**config.mk**
```make
export PLATFORM = sky130hd
export DESIGN_NAME = mem_access
export DESIGN_NICKNAME = d
export VERILOG_FILES = /design/src/rtl/mem_access.sv
export SDC_FILE = /design/constraint.sdc
export NUM_CORES = 1
export LEC_CHECK = 0
export BUFFER_PORTS_ARGS = -buffer_cell sky130_fd_sc_hd__buf_4
export CAP_MARGIN = 20
export CORE_ASPECT_RATIO = 2
export CORE_MARGIN = 4
export CORE_UTILIZATION = 45
export DETAILED_ROUTE_END_ITERATION = 10
export GPL_TIMING_DRIVEN = 0
export PLACE_DENSITY_LB_ADDON = 0.12
export SLEW_MARGIN = 20
export SYNTH_ARGS = -nofsm -noshare
export SYNTH_HDL_FRONTEND = slang
export SYNTH_SLANG_ARGS = --single-unit
```
**constraint.sdc**
```tcl
create_clock -name clk_in -period 3.4 [get_ports clk_in]
set_input_delay 0.68 -clock clk_in [delete_from_list [all_inputs] [get_ports clk_in]]
set_output_delay 0.68 -clock clk_in [all_outputs]
set_load 0.05 [all_outputs]
```
**src/rtl/mem_access.sv**
```systemverilog
// Memory-access stage: registers EX results toward WB and serialises loads/stores into byte
// transactions on an 8-bit port. Optional alignment trap is built with MEM_ALIGN_CHECK_EN.
module mem_access (
    input  logic        clk_in,
    input  logic        rst_in,
    input  logic        valid_in,
    input  logic        flush_in,
    input  logic        rdE_in,
    input  logic [4:0]  rdIdx_in,
    input  logic [31:0] rdData_in,
    input  logic        memRead_in,
    input  logic        memWrite_in,
    input  logic [1:0]  memWidth_in,
    input  logic        memSigned_in,
    input  logic [31:0] storeData_in,
    output logic        memReq_out,
    output logic        memWe_out,
    output logic [31:0] memAddr_out,
    output logic [7:0]  memWData_out,
    input  logic [7:0]  memRData_in,
    input  logic        memReady_in,
    output logic        stall_out,
    output logic        valid_out,
    output logic        rdE_out,
    output logic [4:0]  rdIdx_out,
    output logic [31:0] rdData_out,
    output logic        misalign_out
);

    typedef enum logic [1:0] {IDLE, ACCESS, FINISH} state_e;

    state_e      state_q, state_d;
    logic [1:0]  cnt_q, cnt_d;
    logic [31:0] base_q, base_d;
    logic [1:0]  width_q, width_d;
    logic        sign_q, sign_d;
    logic        we_q, we_d;
    logic [31:0] sdata_q, sdata_d;
    logic        rde_q, rde_d;
    logic [4:0]  idx_q, idx_d;
    logic [31:0] buf_q, buf_d;
    logic        valid_q, valid_d;
    logic        wb_rde_q, wb_rde_d;
    logic [4:0]  wb_idx_q, wb_idx_d;
    logic [31:0] wb_data_q, wb_data_d;
    logic        mis_q, mis_d;

    logic        mem_op, accept, misaligned, last_byte;
    logic [4:0]  byte_sel;
    logic [31:0] buf_next, load_result;

    assign mem_op   = memRead_in | memWrite_in;
    assign accept   = (state_q == IDLE) && valid_in && !flush_in;
    assign byte_sel = {cnt_q, 3'b000};

`ifdef MEM_ALIGN_CHECK_EN
    assign misaligned = mem_op && (((memWidth_in == 2'd1) && rdData_in[0]) ||
                                   ((memWidth_in[1]) && (rdData_in[1:0] != 2'b00)));
`else
    assign misaligned = 1'b0;
`endif

    always_comb begin
        case (width_q)
            2'd0:    last_byte = (cnt_q == 2'd0);
            2'd1:    last_byte = (cnt_q == 2'd1);
            default: last_byte = (cnt_q == 2'd3);
        endcase
    end

    // Buffer including the byte arriving this cycle, so the final ack can commit the result.
    always_comb begin
        buf_next = buf_q;
        buf_next[byte_sel +: 8] = memRData_in;
        case (width_q)
            2'd0:    load_result = sign_q ? {{24{buf_next[7]}}, buf_next[7:0]}
                                          : {24'b0, buf_next[7:0]};
            2'd1:    load_result = sign_q ? {{16{buf_next[15]}}, buf_next[15:0]}
                                          : {16'b0, buf_next[15:0]};
            default: load_result = buf_next;
        endcase
    end

    always_comb begin
        state_d   = state_q;
        cnt_d     = cnt_q;
        base_d    = base_q;
        width_d   = width_q;
        sign_d    = sign_q;
        we_d      = we_q;
        sdata_d   = sdata_q;
        rde_d     = rde_q;
        idx_d     = idx_q;
        buf_d     = buf_q;
        valid_d   = 1'b0;
        wb_rde_d  = 1'b0;
        wb_idx_d  = 5'd0;
        wb_data_d = 32'd0;
        mis_d     = 1'b0;
        case (state_q)
            IDLE: begin
                if (accept) begin
                    if (misaligned) begin
                        valid_d  = 1'b1;
                        mis_d    = 1'b1;
                        wb_idx_d = rdIdx_in;
                    end else if (mem_op) begin
                        state_d = ACCESS;
                        cnt_d   = 2'd0;
                        buf_d   = 32'd0;
                        base_d  = rdData_in;
                        width_d = memWidth_in;
                        sign_d  = memSigned_in;
                        we_d    = memWrite_in;
                        sdata_d = storeData_in;
                        rde_d   = rdE_in;
                        idx_d   = rdIdx_in;
                    end else begin
                        valid_d   = 1'b1;
                        wb_rde_d  = rdE_in;
                        wb_idx_d  = rdIdx_in;
                        wb_data_d = rdData_in;
                    end
                end
            end
            ACCESS: begin
                if (memReady_in) begin
                    buf_d = buf_next;
                    cnt_d = cnt_q + 2'd1;
                    if (last_byte) begin
                        state_d   = FINISH;
                        valid_d   = 1'b1;
                        wb_idx_d  = idx_q;
                        wb_rde_d  = we_q ? 1'b0 : rde_q;
                        wb_data_d = we_q ? 32'd0 : load_result;
                    end
                end
            end
            FINISH:  state_d = IDLE;
            default: state_d = IDLE;
        endcase
    end

    always_ff @(posedge clk_in or negedge rst_in) begin
        if (!rst_in) begin
            state_q   <= IDLE;
            cnt_q     <= 2'd0;
            base_q    <= 32'd0;
            width_q   <= 2'd0;
            sign_q    <= 1'b0;
            we_q      <= 1'b0;
            sdata_q   <= 32'd0;
            rde_q     <= 1'b0;
            idx_q     <= 5'd0;
            buf_q     <= 32'd0;
            valid_q   <= 1'b0;
            wb_rde_q  <= 1'b0;
            wb_idx_q  <= 5'd0;
            wb_data_q <= 32'd0;
            mis_q     <= 1'b0;
        end else begin
            state_q   <= state_d;
            cnt_q     <= cnt_d;
            base_q    <= base_d;
            width_q   <= width_d;
            sign_q    <= sign_d;
            we_q      <= we_d;
            sdata_q   <= sdata_d;
            rde_q     <= rde_d;
            idx_q     <= idx_d;
            buf_q     <= buf_d;
            valid_q   <= valid_d;
            wb_rde_q  <= wb_rde_d;
            wb_idx_q  <= wb_idx_d;
            wb_data_q <= wb_data_d;
            mis_q     <= mis_d;
        end
    end

    // Byte port is driven only while an access is in flight.
    assign memReq_out   = (state_q == ACCESS);
    assign memWe_out    = (state_q == ACCESS) && we_q;
    assign memAddr_out  = (state_q == ACCESS) ? (base_q + {30'd0, cnt_q}) : 32'd0;
    assign memWData_out = (state_q == ACCESS) ? sdata_q[byte_sel +: 8] : 8'd0;
    assign stall_out    = (accept && mem_op && !misaligned) || (state_q == ACCESS);

    assign valid_out    = valid_q;
    assign rdE_out      = wb_rde_q;
    assign rdIdx_out    = wb_idx_q;
    assign rdData_out   = wb_data_q;
    assign misalign_out = mis_q;

endmodule

```
==> results_dict.tcl <==
set metrics [dict create \
    slowest_delay_ps 540 \
    post_dp_cell_area_um2 8860 \
    setup_slack_ps 80.4 \
    syn_area_um2 7300 \
    wirelength_um 22500 \
    power.switching_mw 3.51 \
    htreeDepth 4 \
    grt_antenna_before_repair 0 \
    rows 65 \
    cp_top_family "simple AND/OR/NAND/NOR gates" \
    endpoint_kind "primary output" \
    clk_path_buf_depth 2 \
    drt_iter0_markers 481 \
    status "finished, final reports clean" \
    synth_top_family_by_area "simple AND/OR/NAND/NOR gates" \
    synth_top_area_share 0.511 \
    clkPwrFrac 0.259 \
    instances_no_fill 1240 \
    critPathMaxFanout 10 \
    die_y_um 188 \
    drc 0 \
    reg2reg_to "rdData_out[25]" \
    fin_util 0.615 \
    synth_edf_count 0 \
    dieArea_um2 18500 \
    grt_pass1_vias 6958 \
    drv_cap 0 \
    yosys.area_share.adder 0.0147 \
    crit_path_start_kind "flip-flop" \
    final_area_um2 9760 \
    dieWidth_um 98.1 \
    clock_skew_ps 5.49 \
    clock_latency_ps 420 \
    leakage_nw 4.66 \
    combPwrFrac 0.418 \
    fmax_mhz 301 \
    cts-root-buf "clkbuf_16" \
    hpwl_um 17400 \
    critPathArrivalTime_ps 2640 \
    finalMaxSlewViolations 0 \
    start_util 0.461 \
    synthArstFlopShare 1.00 \
    p_int_mw 5.03 \
    yosys_warnings 0 \
    fin_setup_tns_ps 0 \
    cts.sinks 149 \
    nNetsFinal 1123 \
    r2r_setup_slack_ps 250 \
    synthFlopType "dfrtp_1" \
    critPathRequiredTime_ps 2720 \
    drive_above_1_share 0.247 \
    syn_area_per_cell_um2 8.79 \
    worstHoldPathType "input pin to asynchronous set/reset pin" \
    ant_nets 0 \
    first_pass_iters 5 \
    min_period_ps 3320 \
    finalPower_mw 8.54 \
    switching_share 0.411 \
    wl_per_cell_um 18.1 \
    ir_drop_mv 0.518 \
    path_cells "nand4_2, or4_1, buf_4, buf_6, or4_1, a21oi_2, buf_6" \
    r2r_start "cnt_q[0]" \
    cts_tree "built" \
    fill_cells 1447 \
    setup-violations-final 0 \
    criticalPathCategory "flip-flop to primary output" \
    io_buffers 169 \
    grt_pass1_wl_um 36000 \
    via_count 6585 \
    coreArea_um2 15900 \
    cellPowerDensity_nw_per_um2 875 \
    syn_inst 831 \
    place_ws_ps -892 \
    synth-compound-area-share 0.118 \
    yosysMostFrequentCell "nand2_1" \
    diodes 0 \
    vias_per_cell 5.31 \
    cts_inserted_buffers 17 \
    max_slew_margin 0.532 \
    yosysSeqAreaShare 0.511 \
    fin_crit_sh 0.976 \
    place_inst 1202 \
    seqPwrFrac 0.323 \
    gp_congestion 0.877 \
    synthTopCellsByCount "nand2_1 (265), dfrtp_1 (149), o21ai_0 (72), nand3_1 (46), clkbuf_1 (42)" \
    crit_buf_inv 3 \
    yosys.area_share.simple 0.280 \
    grt.overflow.total 0 \
    synth_nets 927 \
    whs_ps 224 \
    hold_viol 0 \
    critPathSlowestCell "or4_1" \
    ys_ff_latch 149 \
    grt.total_usage 0.250 \
    synthTopCellsByArea "dfrtp_1 (51%), nand2_1 (14%), o21ai_0 (4.9%), nand3_1 (3.2%), and2_1 (2.9%)" \
    grt_start_max_net_pins 83 \
    yosysUniqueCellTypes 51 \
    synth_largest_area_cell "dfrtp_1" \
    clk_pin_slew_ps 60 \
    ff2ff_path_depth 8 \
    syn2layout_area_growth_pct 33.6 \
    tightest_slew_ps 702 \
    synth_xor_area_frac 0.0108 \
    muxShareOfSynthArea 0.0302 \
    io_pins 171 \
]
==> how the worst max path moves through the flow <==
stage / start / endpoint / slack (ps) / cells after the start
after floorplan: base_q[10] / memAddr_out[26] / 80 / 6
after global placement: cnt_q[0] / rdData_out[30] / -840 / 9
after detailed placement: cnt_q[0] / rdData_out[25] / -890 / 9
after CTS: base_q[12] / memAddr_out[26] / 0.4 / 7
after global routing: base_q[12] / memAddr_out[28] / -3 / 7
final: base_q[12] / memAddr_out[26] / 80 / 7
==> layout by cell type (no fill, tap or decap), types with 3 or more instances in the layout <==
| cell type | n |
|---|---|
| mux4_2 | 8 |
| or3_1 | 5 |
| and2_1 | 34 |
| o31ai_1 | 7 |
| nand2_1 | 265 |
| clkinv_4 | 3 |
| or4_1 | 10 |
| buf_4 | 177 |
| mux2i_1 | 4 |
| nor2_1 | 11 |
| dfrtp_1 | 143 |
| inv_1 | 13 |
| a21oi_2 | 3 |
| dfrtp_2 | 6 |
| xnor2_1 | 5 |
| ha_1 | 6 |
| and4_1 | 3 |
| clkbuf_16 | 17 |
| nor2b_1 | 26 |
| a21oi_1 | 37 |
| o21ai_0 | 72 |
| buf_1 | 4 |
| buf_6 | 4 |
| bufinv_16 | 7 |
| nor4_1 | 3 |
| nand3_1 | 44 |
| nand2b_1 | 7 |
| xor2_1 | 4 |
| nand4_1 | 5 |
| clkbuf_2 | 4 |
| clkbuf_1 | 36 |
| a22oi_1 | 7 |
| a22o_1 | 7 |
==> what timing repair did <==
action / in CTS / in global routing
pin swaps: 3 / 5
setup buffers: 5 / 5
endpoints found under the setup margin: 66 / 43
hold buffers: 0 / 0
resized for setup: 16 / 27
==> sequential cells by signal, summed over array words and instances (netlist names), 2 cells and up <==
signal / cells
sdata_q: 32
base_q: 32
cnt_q: 2
buf_q: 32
width_q: 2
rdIdx_out: 5
rdData_out: 32
idx_q: 5
state_q: 2
==> routing by layer <==
layer	vias to the layer above	wire, um	global-route usage
met1	3112	8040	0.256
li1	3205	-	-
met4	0	964	0.119
met3	56	1020	0.0428
met2	212	12500	0.476
met5	-	0	0
==> final cells by class <==
| type | count | area (um^2) | area share |
|---|---|---|---|
| flip-flops and latches | 149 | 3740 | 0.383 |
| multi-input cells | 618 | 3430 | 0.352 |
| well taps | 201 | 251 | 0.0258 |
| clock inverters | 12 | 251 | 0.0258 |
| plain buffers | 48 | 205 | 0.0210 |
| repair buffers | 180 | 1390 | 0.142 |
| clock buffers | 19 | 443 | 0.0454 |
| inverters | 13 | 48.8 | 0.00500 |
==> logic make-up after synthesis <==
group / Yosys count
AND/OR/NAND/NOR: 438
multiplexers: 12
other: 1
AO/OA/AOI/OAI: 150
adder cells (fa/ha/maj): 8
XOR/XNOR: 9
flip-flops: 149
buffers and inverters: 64
==> worst reg2reg max path, delay by kind of cell, from the launching register on <==
| family | cells | cell delay [ps] |
|---|---|---|
| and+or+nand+nor | 2 | 860 |
| AOI/OAI and AO/OA | 2 | 750 |
| DFF | 1 | 460 |
| buffers and inverters | 3 | 650 |
| adders and majority gates | 1 | 330 |
==> power by group through the flow <==
stage                     Clock (mW)  Combinational, mW  Sequential [mW]
after CTS                       2.24               3.53             2.74
after detailed placement           0               3.43             2.78
after floorplan                    0               2.26             2.79
after global placement             0               3.39             2.76
after global routing            2.31               3.88             2.82
final                           2.21               3.57             2.75
No activity file was read; power rests on OpenSTA's default activity.
